===== src/rtl/rv32i_encoder_pkg.sv =====
// Shared definitions for the RV32I instruction encoder.
// Optional LI expansion is controlled by the RV_ENCODER_PSEUDO_EN macro.
package rv32i_encoder_pkg;

    // Request operation classes presented on req_op_i
    typedef enum logic [3:0] {
        RV_ENCOP_LUI    = 4'd0,
        RV_ENCOP_AUIPC  = 4'd1,
        RV_ENCOP_JAL    = 4'd2,
        RV_ENCOP_JALR   = 4'd3,
        RV_ENCOP_BRANCH = 4'd4,
        RV_ENCOP_LOAD   = 4'd5,
        RV_ENCOP_STORE  = 4'd6,
        RV_ENCOP_OPIMM  = 4'd7,
        RV_ENCOP_OP     = 4'd8,
        RV_ENCOP_FENCEI = 4'd9,
        RV_ENCOP_ECALL  = 4'd10,
        RV_ENCOP_WFI    = 4'd11,
        RV_ENCOP_CSR    = 4'd12,
        RV_ENCOP_CSRI   = 4'd13,
        RV_ENCOP_LI     = 4'd14
    } enc_op_e;

    localparam int unsigned RV_ENCOP_RANGE = 15;

    // Major opcodes
    localparam logic [6:0] RV_OPCODE_LUI    = 7'b0110111;
    localparam logic [6:0] RV_OPCODE_AUIPC  = 7'b0010111;
    localparam logic [6:0] RV_OPCODE_JAL    = 7'b1101111;
    localparam logic [6:0] RV_OPCODE_JALR   = 7'b1100111;
    localparam logic [6:0] RV_OPCODE_BRANCH = 7'b1100011;
    localparam logic [6:0] RV_OPCODE_LOAD   = 7'b0000011;
    localparam logic [6:0] RV_OPCODE_STORE  = 7'b0100011;
    localparam logic [6:0] RV_OPCODE_OPIMM  = 7'b0010011;
    localparam logic [6:0] RV_OPCODE_OP     = 7'b0110011;
    localparam logic [6:0] RV_OPCODE_SYSTEM = 7'b1110011;

    // Minor opcodes used by the encoder
    localparam logic [2:0] RV_MINOR_OPCODE_ADDI      = 3'b000;
    localparam logic [2:0] RV_MINOR_OPCODE_SLLI      = 3'b001;
    localparam logic [2:0] RV_MINOR_OPCODE_SRLI_SRAI = 3'b101;
    localparam logic [6:0] RV_FUNCT7_ALT             = 7'b0100000;

    // Fixed instruction words
    localparam logic [31:0] RV_INS_FENCEI = 32'h0000100F;
    localparam logic [31:0] RV_INS_ECALL  = 32'h00000073;
    localparam logic [31:0] RV_INS_WFI    = 32'h10500073;

`ifdef RV_ENCODER_PSEUDO_EN
    typedef enum logic [0:0] {
        S_IDLE   = 1'b0,
        S_EXPAND = 1'b1
    } enc_state_e;
`endif

    // True when v is representable as a signed value of the given width
    function automatic logic fits_signed(input logic [31:0] v, input int unsigned bits);
        logic [31:0] w_top;
        w_top = $signed(v) >>> (bits - 1);
        return (w_top == '0) || (w_top == '1);
    endfunction

endpackage


===== src/rtl/rv32i_encode_word.sv =====
// Combinational RV32I word builder with field range checks.
// With RV_ENCODER_PSEUDO_EN defined, LI is expanded into LUI (+ ADDI).
module rv32i_encode_word
    import rv32i_encoder_pkg::*;
(
    input  logic [3:0]  i_op,
    input  logic [4:0]  i_rd,
    input  logic [4:0]  i_rs1,
    input  logic [4:0]  i_rs2,
    input  logic [2:0]  i_funct3,
    input  logic        i_alt,
    input  logic [31:0] i_imm,
    output logic [31:0] o_word,
    output logic        o_err
`ifdef RV_ENCODER_PSEUDO_EN
    ,
    output logic        o_needs_second,
    output logic [31:0] o_second_word
`endif
);

    logic        w_fits_i;
    logic        w_fits_b;
    logic        w_fits_j;
    logic        w_shift;
    logic [6:0]  w_funct7;
    logic [31:0] w_i_word;

    assign w_fits_i = fits_signed(i_imm, 12);
    assign w_fits_b = fits_signed(i_imm, 13) && !i_imm[0];
    assign w_fits_j = fits_signed(i_imm, 21) && !i_imm[0];
    assign w_shift  = (i_funct3 == RV_MINOR_OPCODE_SLLI) || (i_funct3 == RV_MINOR_OPCODE_SRLI_SRAI);
    assign w_funct7 = i_alt ? RV_FUNCT7_ALT : '0;
    assign w_i_word = {i_imm[11:0], i_rs1, i_funct3, i_rd, 7'b0};

`ifdef RV_ENCODER_PSEUDO_EN
    // Rounding by +0x800 makes the sign-extended low 12 bits add back correctly
    logic [31:0] w_li_hi;
    assign w_li_hi = i_imm + 32'h0000_0800;
`endif

    // Select encoding format and legality check by operation class
    always_comb begin
        o_word = '0;
        o_err  = 1'b0;
`ifdef RV_ENCODER_PSEUDO_EN
        o_needs_second = 1'b0;
        o_second_word  = '0;
`endif
        case (i_op)
            RV_ENCOP_LUI: begin
                o_err  = (i_imm[11:0] != '0);
                o_word = {i_imm[31:12], i_rd, RV_OPCODE_LUI};
            end
            RV_ENCOP_AUIPC: begin
                o_err  = (i_imm[11:0] != '0);
                o_word = {i_imm[31:12], i_rd, RV_OPCODE_AUIPC};
            end
            RV_ENCOP_JAL: begin
                o_err  = !w_fits_j;
                o_word = {i_imm[20], i_imm[10:1], i_imm[11], i_imm[19:12], i_rd, RV_OPCODE_JAL};
            end
            RV_ENCOP_JALR: begin
                o_err  = !w_fits_i;
                o_word = {i_imm[11:0], i_rs1, 3'b000, i_rd, RV_OPCODE_JALR};
            end
            RV_ENCOP_BRANCH: begin
                o_err  = !w_fits_b || (i_funct3[2:1] == 2'b01);
                o_word = {i_imm[12], i_imm[10:5], i_rs2, i_rs1, i_funct3,
                          i_imm[4:1], i_imm[11], RV_OPCODE_BRANCH};
            end
            RV_ENCOP_LOAD: begin
                o_err  = !w_fits_i || (i_funct3 == 3'd3) || (i_funct3[2:1] == 2'b11);
                o_word = w_i_word | {25'b0, RV_OPCODE_LOAD};
            end
            RV_ENCOP_STORE: begin
                o_err  = !w_fits_i || (i_funct3 > 3'd2);
                o_word = {i_imm[11:5], i_rs2, i_rs1, i_funct3, i_imm[4:0], RV_OPCODE_STORE};
            end
            RV_ENCOP_OPIMM: begin
                if (w_shift) begin
                    o_err  = (i_imm[31:5] != '0) ||
                             (i_alt && (i_funct3 != RV_MINOR_OPCODE_SRLI_SRAI));
                    o_word = {w_funct7, i_imm[4:0], i_rs1, i_funct3, i_rd, RV_OPCODE_OPIMM};
                end else begin
                    o_err  = !w_fits_i || i_alt;
                    o_word = w_i_word | {25'b0, RV_OPCODE_OPIMM};
                end
            end
            RV_ENCOP_OP: begin
                o_err  = i_alt && (i_funct3 != 3'd0) && (i_funct3 != 3'd5);
                o_word = {w_funct7, i_rs2, i_rs1, i_funct3, i_rd, RV_OPCODE_OP};
            end
            RV_ENCOP_FENCEI: o_word = RV_INS_FENCEI;
            RV_ENCOP_ECALL:  o_word = RV_INS_ECALL;
            RV_ENCOP_WFI:    o_word = RV_INS_WFI;
            RV_ENCOP_CSR: begin
                o_err  = (i_funct3 == 3'd0) || i_funct3[2];
                o_word = w_i_word | {25'b0, RV_OPCODE_SYSTEM};
            end
            // The 5-bit zimm travels in the rs1 field; imm[11:0] stays the CSR address
            RV_ENCOP_CSRI: begin
                o_err  = !i_funct3[2] || (i_funct3[1:0] == 2'b00);
                o_word = w_i_word | {25'b0, RV_OPCODE_SYSTEM};
            end
`ifdef RV_ENCODER_PSEUDO_EN
            RV_ENCOP_LI: begin
                if (w_fits_i) begin
                    o_word = {i_imm[11:0], 5'd0, RV_MINOR_OPCODE_ADDI, i_rd, RV_OPCODE_OPIMM};
                end else begin
                    o_word         = {w_li_hi[31:12], i_rd, RV_OPCODE_LUI};
                    o_needs_second = (i_imm[11:0] != '0);
                    o_second_word  = {i_imm[11:0], i_rd, RV_MINOR_OPCODE_ADDI, i_rd, RV_OPCODE_OPIMM};
                end
            end
`endif
            default: o_err = 1'b1;
        endcase
    end

endmodule


===== src/rtl/rv32i_encoder.sv =====
// RV32I instruction encoder: valid/ready request in, one registered word out.
// RV_ENCODER_PSEUDO_EN adds the S_EXPAND state for two-word LI sequences.
module rv32i_encoder
    import rv32i_encoder_pkg::*;
(
    input  logic        clk_i,
    input  logic        reset_i,
    input  logic        req_valid_i,
    output logic        req_ready_o,
    input  logic [3:0]  req_op_i,
    input  logic [4:0]  req_rd_i,
    input  logic [4:0]  req_rs1_i,
    input  logic [4:0]  req_rs2_i,
    input  logic [2:0]  req_funct3_i,
    input  logic        req_alt_i,
    input  logic [31:0] req_imm_i,
    output logic        ins_valid_o,
    input  logic        ins_ready_i,
    output logic [31:0] ins_o,
    output logic        err_o,
    output logic        busy_o
);

    logic [31:0] w_word;
    logic        w_err;
    logic        w_accept;
    logic        r_ins_valid;
    logic [31:0] r_ins;
    logic        r_err;
    logic        w_ins_valid_nxt;
    logic [31:0] w_ins_nxt;
    logic        w_err_nxt;

`ifdef RV_ENCODER_PSEUDO_EN
    logic        w_needs_second;
    logic [31:0] w_second_word;
    logic        w_take;
    enc_state_e  r_state;
    enc_state_e  w_state_nxt;
    logic [31:0] r_pending;
    logic [31:0] w_pending_nxt;
`endif

    rv32i_encode_word u_encode (
        .i_op          (req_op_i),
        .i_rd          (req_rd_i),
        .i_rs1         (req_rs1_i),
        .i_rs2         (req_rs2_i),
        .i_funct3      (req_funct3_i),
        .i_alt         (req_alt_i),
        .i_imm         (req_imm_i),
        .o_word        (w_word),
        .o_err         (w_err)
`ifdef RV_ENCODER_PSEUDO_EN
        ,
        .o_needs_second(w_needs_second),
        .o_second_word (w_second_word)
`endif
    );

`ifdef RV_ENCODER_PSEUDO_EN
    assign w_take      = r_ins_valid && ins_ready_i;
    assign req_ready_o = (r_state == S_IDLE) && (!r_ins_valid || ins_ready_i);
    assign busy_o      = (r_state != S_IDLE) || r_ins_valid;

    // FSM state and held second word
    always_ff @(posedge clk_i) begin
        if (reset_i) begin
            r_state   <= S_IDLE;
            r_pending <= '0;
        end else begin
            r_state   <= w_state_nxt;
            r_pending <= w_pending_nxt;
        end
    end
`else
    assign req_ready_o = !r_ins_valid || ins_ready_i;
    assign busy_o      = r_ins_valid;
`endif

    assign w_accept    = req_valid_i && req_ready_o;
    assign ins_valid_o = r_ins_valid;
    assign ins_o       = r_ins;
    assign err_o       = r_err;

    // Next output slot, error pulse and FSM transition
    always_comb begin
        w_ins_valid_nxt = r_ins_valid && !ins_ready_i;
        w_ins_nxt       = r_ins;
        w_err_nxt       = 1'b0;
`ifdef RV_ENCODER_PSEUDO_EN
        w_state_nxt     = r_state;
        w_pending_nxt   = r_pending;
        // The ADDI replaces the LUI on the same edge the LUI is taken
        if ((r_state == S_EXPAND) && w_take) begin
            w_ins_nxt       = r_pending;
            w_ins_valid_nxt = 1'b1;
            w_state_nxt     = S_IDLE;
        end
`endif
        if (w_accept) begin
            if (w_err) begin
                w_err_nxt = 1'b1;
            end else begin
                w_ins_nxt       = w_word;
                w_ins_valid_nxt = 1'b1;
`ifdef RV_ENCODER_PSEUDO_EN
                if (w_needs_second) begin
                    w_state_nxt   = S_EXPAND;
                    w_pending_nxt = w_second_word;
                end
`endif
            end
        end
    end

    // Registered output slot and error pulse
    always_ff @(posedge clk_i) begin
        if (reset_i) begin
            r_ins_valid <= 1'b0;
            r_ins       <= '0;
            r_err       <= 1'b0;
        end else begin
            r_ins_valid <= w_ins_valid_nxt;
            r_ins       <= w_ins_nxt;
            r_err       <= w_err_nxt;
        end
    end

endmodule

===== config.mk =====
export PLATFORM = sky130hd
export DESIGN_NAME = rv32i_encoder
export DESIGN_NICKNAME = d
export VERILOG_FILES = /design/src/rtl/rv32i_encoder_pkg.sv /design/src/rtl/rv32i_encode_word.sv /design/src/rtl/rv32i_encoder.sv
export SDC_FILE = /design/constraint.sdc
export NUM_CORES = 1
export LEC_CHECK = 0
export CORE_UTILIZATION = 30
export CTS_BUF_LIST = sky130_fd_sc_hd__clkbuf_4 sky130_fd_sc_hd__clkbuf_8 sky130_fd_sc_hd__clkbuf_16
export CTS_CLUSTER_SIZE = 24
export DETAILED_ROUTE_END_ITERATION = 10
export GPL_ROUTABILITY_DRIVEN = 0
export HOLD_SLACK_MARGIN = 0.15
export PLACE_DENSITY = 0.6
export RECOVER_POWER = 50
export REMOVE_ABC_BUFFERS = 1
export SKIP_CTS_REPAIR_TIMING = 1
export SLEW_MARGIN = 40
export SYNTH_ARGS = -nofsm -noshare
export SYNTH_HDL_FRONTEND = slang
export SYNTH_SLANG_ARGS = --single-unit

===== constraint.sdc =====
create_clock -name clk_i -period 2.63 [get_ports clk_i]
set_input_delay 0.263 -clock clk_i [delete_from_list [all_inputs] [get_ports clk_i]]
set_output_delay 0.263 -clock clk_i [all_outputs]
set_load 0.01 [all_outputs]

==> run summary, run 1 <==
Startpoint Class: primary input
area share of the largest cell type after synthesis: 26.5%
# DRC: 0
WS Path Type: in -> reg
unrepaired setup endpoints after global routing: yes
ANT cells: 0
Synth area leaders: dfxtp_1, a211oi_2, a21oi_1
crit path DAT: 2710 ps
max-slew violations: 0
Synth Area in Simple Gates: 23.2%
clock sink count: 33
top_reg_cell synth: dfxtp_1
row cnt: 32
Worst VDD drop: 0.208 mV
Relative slew margins: 68.2%
Async S/R FF share, synth: 0%
status: finished clean
vias in the first global route: 3013
total power per unit cell area: 410 mW/mm^2
Syn Inst Count: 314
P&R area growth vs syn: 56.0%
Synth Area in Adders: 0%
sequential power share: 35.5%
Die Span X: 93.2 um
Synth Register Bits: 33
Clock Skew: 4.94 ps
Final Cell Area: 0.00389 mm^2
combinational share of power: 39.1%
initial antenna violation count: 0
post-synthesis sequential area ratio: 26.5%
Compound-Gate Fraction of Synth Area: 39.1%
number of nets in the layout: 491
worst-path fanout max: 5
Clock transition at path regs: 60 ps
EDFF count, synth: 0
final WL: 9120 um
WL/cell: 17.1 um
clock root cell: clkbuf_8
H-tree levels: 2
synthesized area: 0.00249 mm^2
Final Hold Vio Count: 0
Die ar.: 0.00868 mm^2
main combinational cell family by area after synthesis: compound AO/OA/AOI/OAI gates
min Tclk post-route: 2530 ps
Slew @ Worst Pin: 477 ps
Sw Ratio: 32.4%
Synth Area in XOR/XNOR: 0.703%
Core ar.: 0.00789 mm^2
HPWL after DPL: 6930 um
Initial Util: 31.6%
period utilization: 96.1%
synth unique cells: 54
All-Layer GR Usage: 21.6%
Warnings, synthesis: 0
first-pass GRT wire length: 14900 um
io pins: 95
leakage power: 0.00148 uW
CP Capture Type: flop
Worst-Skew Late Latency: 290 ps
Routed Antenna Nets: 0
PortBufs: 94
Initial DRC Count: 232
die height: 93.2 um
post-synth top area cell: dfxtp_1
MaxCap Viol Count: 0
total CTS buffers: 5
Hold Path Class: reg -> reg
1st-pass router iterations: 5
GR Overflow Total: 0
worst hold margin: 479 ps
TritonCTS clock tree: done
final setup fails: 0
Fillers: 755
Worst Path Required: 2820 ps
Pint: 1080 uW
Fmax: 396 MHz
clk buf depth: 2
via count: 3049
Post-Synthesis Mean Instance Area: 7.94 um^2
Psw: 517 uW
multiplexer area fraction after synthesis: 2.86%
share of layout cells above drive strength 1: 19.7%
vias per inst: 5.71
Clock Power Share: 25.4%
placed inst area: 0.00379 mm^2
largest net degree at the start of global routing: 39
==> synthesized netlist by cell type, types with 2 or more instances <==
library cell,number
clkbuf_1,18
nand3_1,6
o31ai_1,4
nor4_1,6
nand4bb_1,2
and3_1,3
a311oi_1,3
nor2_1,20
buf_4,3
nand4_1,9
buf_1,5
a21boi_0,2
nand2b_1,6
o211ai_1,2
a211oi_2,16
a21oi_2,3
a221oi_1,3
nand2_1,20
a21oi_1,36
o21a_1,2
a31oi_1,3
a211oi_1,8
buf_2,2
nor2b_1,16
o21ai_0,20
xor2_1,2
a22o_1,5
a32oi_1,3
mux2i_1,6
nor3_1,7
dfxtp_1,33
a22oi_1,16
buf_6,3
==> flip-flops by register name (all words and copies together), names as in the netlist <==
name    cells
err_o       1
busy_o      1
ins_o      31
==> routing by layer <==
layer  GRT usage, %  part of all wire [%]  vias to the layer above
met5              0                     0                        -
met2           34.3                    44                      149
met3           4.63                   7.6                       16
li1               -                     -                     1442
met1           29.6                    47                     1442
met4           5.77                   1.7                        0
==> cells by family after synthesis <==
logic type             after synthesis
flip-flops                          33
XOR/XNOR                             2
buffers and inverters               34
AND/OR/NAND/NOR                    105
multiplexers                         7
AO/OA/AOI/OAI                      133
==> stage by stage <==
stage / power, uW / std cells / TNS, ps / setup slack [ps] / utilization [%]
floorplan: 825 / 281 / 0 / 95.8 / -
finish: 1590 / 534 / 0 / 102 / 49.3
global route: 1680 / 534 / -29.3 / -18.2 / 49.3
detailed placement: 1210 / 527 / -3000 / -189 / 48.0
CTS: 1620 / 534 / 0 / 93.7 / 49.1
global placement: 1200 / 527 / -502 / -78.8 / 48.0
==> cells in the final DEF (no fill, tap or decap), types with 4 or more instances in the layout <==
cell / instances
a22o_1: 5
nand3_1: 6
a211oi_2: 16
dfxtp_1: 33
nor3_1: 6
a211oi_1: 8
o21ai_0: 20
nor4_1: 5
o31ai_1: 4
dlygate4sd3_1: 32
a21oi_1: 36
nand2b_1: 6
nand2_1: 20
buf_4: 47
mux2i_1: 6
nor2b_1: 16
a22oi_1: 16
nor2_1: 20
clkbuf_8: 6
nand4_1: 9
clkdlybuf4s50_1: 62
==> worst max-delay path, stage by stage <==
cell and delay, ps:
clkdlybuf4s50_1 440, or4_4 570, nor3_2 210, nand2_1 80, o31ai_1 280, and3_1 280
buf_4 190, nand2_4 80, o41ai_2 330
==> worst paths after layout <==
check | start | endpoint | slack, ps | cells after the start
min | ins_o[3]$_SDFFE_PP0P_ | ins_o[3]$_SDFFE_PP0P_ | 480 | 2
max | req_imm_i[18] | ins_o[12]$_SDFFE_PP0P_ | 100 | 9
min reg2reg | ins_o[3]$_SDFFE_PP0P_ | ins_o[3]$_SDFFE_PP0P_ | 480 | 2
max reg2reg | busy_o$_SDFF_PP0_ | ins_o[12]$_SDFFE_PP0P_ | 1180 | 5
==> power groups by stage <==
stage               clock [uW]  combinational (uW)  sequential [uW]
global placement             0                 623              580
floorplan                    0                 224              601
detailed placement           0                 631              579
global route               438                 674              571
finish                     405                 623              566
CTS                        417                 634              569
==> final cells by class <==
type | count | area [um^2] | area share [%]
Multi-Input combinational cell | 247 | 1650 | 42.5
Timing Repair Buffer | 144 | 1350 | 34.8
Sequential cell | 33 | 661 | 17.0
Tap cell | 102 | 128 | 3.28
Clock buffer | 7 | 90.1 | 2.32
Inverter | 1 | 3.75 | 0.0966
Power figures use the tool's default switching activity.
==> run 2, diff against run 1 <==
clock period = 2.4 ns   (was 2.63 ns; I/O delays follow)
==> run 2 against run 1 <==
Effect of this change:
- cell area up 4.3%
- highest routed layer unchanged
- global-route usage decreased by 0.70 points
- critical endpoint unchanged
- combinational power rose by 15%
==> run summary, run 2 (synthesis results as in run 1) <==
status: finished clean
ANT cells: 0
first-pass GRT wire length: 14300 um
WHS Endpoint: ins_o[3]$_SDFFE_PP0P_
via count: 2979
Clock Skew: 7.00 ps
total power per unit cell area: 449 mW/mm^2
Fmax: 422 MHz
CP Capture Type: flop
hold path depth: 2
Pwr Total: 1820 uW
min Tclk post-route: 2370 ps
Pint: 1230 uW
vias per inst: 5.49
# DRC: 0
sequential power share: 34.1%
worst reg-to-reg path cell count: 5
Relative slew margins: 69.5%
PortBufs: 94
number of nets in the layout: 499
clock sink count: 33
Psw: 593 uW
initial antenna violation count: 0
share of layout cells above drive strength 1: 22.9%
MaxCap Viol Count: 0
leakage power: 0.00159 uW
Clock Power Share: 26.6%
Worst VDD drop: 0.206 mV
HPWL after DPL: 6950 um
Initial Util: 31.6%
H-tree levels: 2
GR Overflow Total: 0
Die Span X: 93.2 um
clk buf depth: 2
Worst Path Required: 2590 ps
Core ar.: 0.00789 mm^2
R2R setup slack: 990 ps
Initial DRC Count: 215
commonest non-fill, non-tap cells in the layout: clkdlybuf4s50_1, buf_4, a21oi_1, dlygate4sd3_1, dfxtp_1
crit path DAT: 2560 ps
Worst-Skew Late Latency: 290 ps
combinational share of power: 39.3%
1st-pass router iterations: 5
TritonCTS clock tree: done
reg2reg start: busy_o$_SDFF_PP0_
period utilization: 98.8%
Final Cell Area: 0.00405 mm^2
clock root cell: clkbuf_8
commonest non-fill, non-tap cell in the layout: clkdlybuf4s50_1
Startpoint Class: primary input
row cnt: 32
final WL: 9150 um
placed inst area: 0.00386 mm^2
largest net degree at the start of global routing: 39
io pins: 95
All-Layer GR Usage: 20.9%
WL/cell: 16.8 um
Final Hold Vio Count: 0
Die ar.: 0.00868 mm^2
HP Start: ins_o[3]$_SDFFE_PP0P_
die height: 93.2 um
total CTS buffers: 5
Clock transition at path regs: 70 ps
Routed Antenna Nets: 0
Slew @ Worst Pin: 457 ps
worst-path fanout max: 5
final setup fails: 0
vias in the first global route: 2916
Hold Path Class: reg -> reg
r2r endpoint: ins_o[15]$_SDFFE_PP0P_
WS Path Type: in -> reg
P&R area growth vs syn: 62.7%
max-slew violations: 0
Sw Ratio: 32.6%
max FFs per register: 31
[run 2: layout make-up]
cell class / instances / area [um^2]
clock buffers: 7 / 96.3
clock inverters: 1 / 5.00
fillers: 735 / 3830
inverters: 1 / 3.75
multi-input cells: 247 / 1700
flip-flops and latches: 33 / 661
well taps: 102 / 128
repair buffers: 152 / 1460
[run 2: metal layers]
| metal | routed length, um | share of wire [%] | global-route usage (%) | vias to the layer above |
|---|---|---|---|---|
| li1 | - | - | - | 1457 |
| met1 | 4300 | 47 | 28.2 | 1393 |
| met2 | 4040 | 44 | 33.2 | 121 |
| met3 | 722 | 7.9 | 4.39 | 8 |
| met4 | 83 | 0.91 | 6.79 | 0 |
| met5 | 0 | 0 | 0 | - |
[run 2: through the flow]
step	utilization (%)	std cells	setup WS (ps)	hold slack [ps]	TNS (ps)
2_1_floorplan	-	281	-111	305	-1150
3_3_place_gp	49.0	534	-264	465	-6870
3_5_place_dp	49.0	534	-347	471	-8860
4_1_cts	50.3	542	-70.8	483	-196
5_1_grt	51.4	543	-28.6	513	-109
6_report	51.4	543	28.3	481	0
[run 2: critical path: stages]
cell and delay (ps):
clkdlybuf4s50_1 450, or4_4 540, nor3_2 210, nand2_1 90, o31ai_2 270, and3_4 280, buf_6 130, nand2_4 70
o41ai_2 280
[run 2: power by group through the flow]
stage	combinational, uW	sequential [uW]	clock (uW)
2_1_floorplan	246	658	0
3_3_place_gp	699	636	0
3_5_place_dp	705	636	0
4_1_cts	708	624	493
5_1_grt	768	626	513
6_report	715	621	484
[run 2: worst max-delay path by stage]
stage / start / end / slack (ps) / depth (start not counted)
floorplan: req_imm_i[18] / ins_o[12]$_SDFFE_PP0P_ / -110 / 7
global placement: req_imm_i[18] / ins_o[12]$_SDFFE_PP0P_ / -260 / 9
detailed placement: req_imm_i[18] / ins_o[22]$_SDFFE_PP0P_ / -350 / 9
CTS: req_imm_i[18] / ins_o[12]$_SDFFE_PP0P_ / -70 / 9
global route: req_imm_i[14] / ins_o[12]$_SDFFE_PP0P_ / -30 / 9
finish: req_imm_i[14] / ins_o[12]$_SDFFE_PP0P_ / 30 / 9
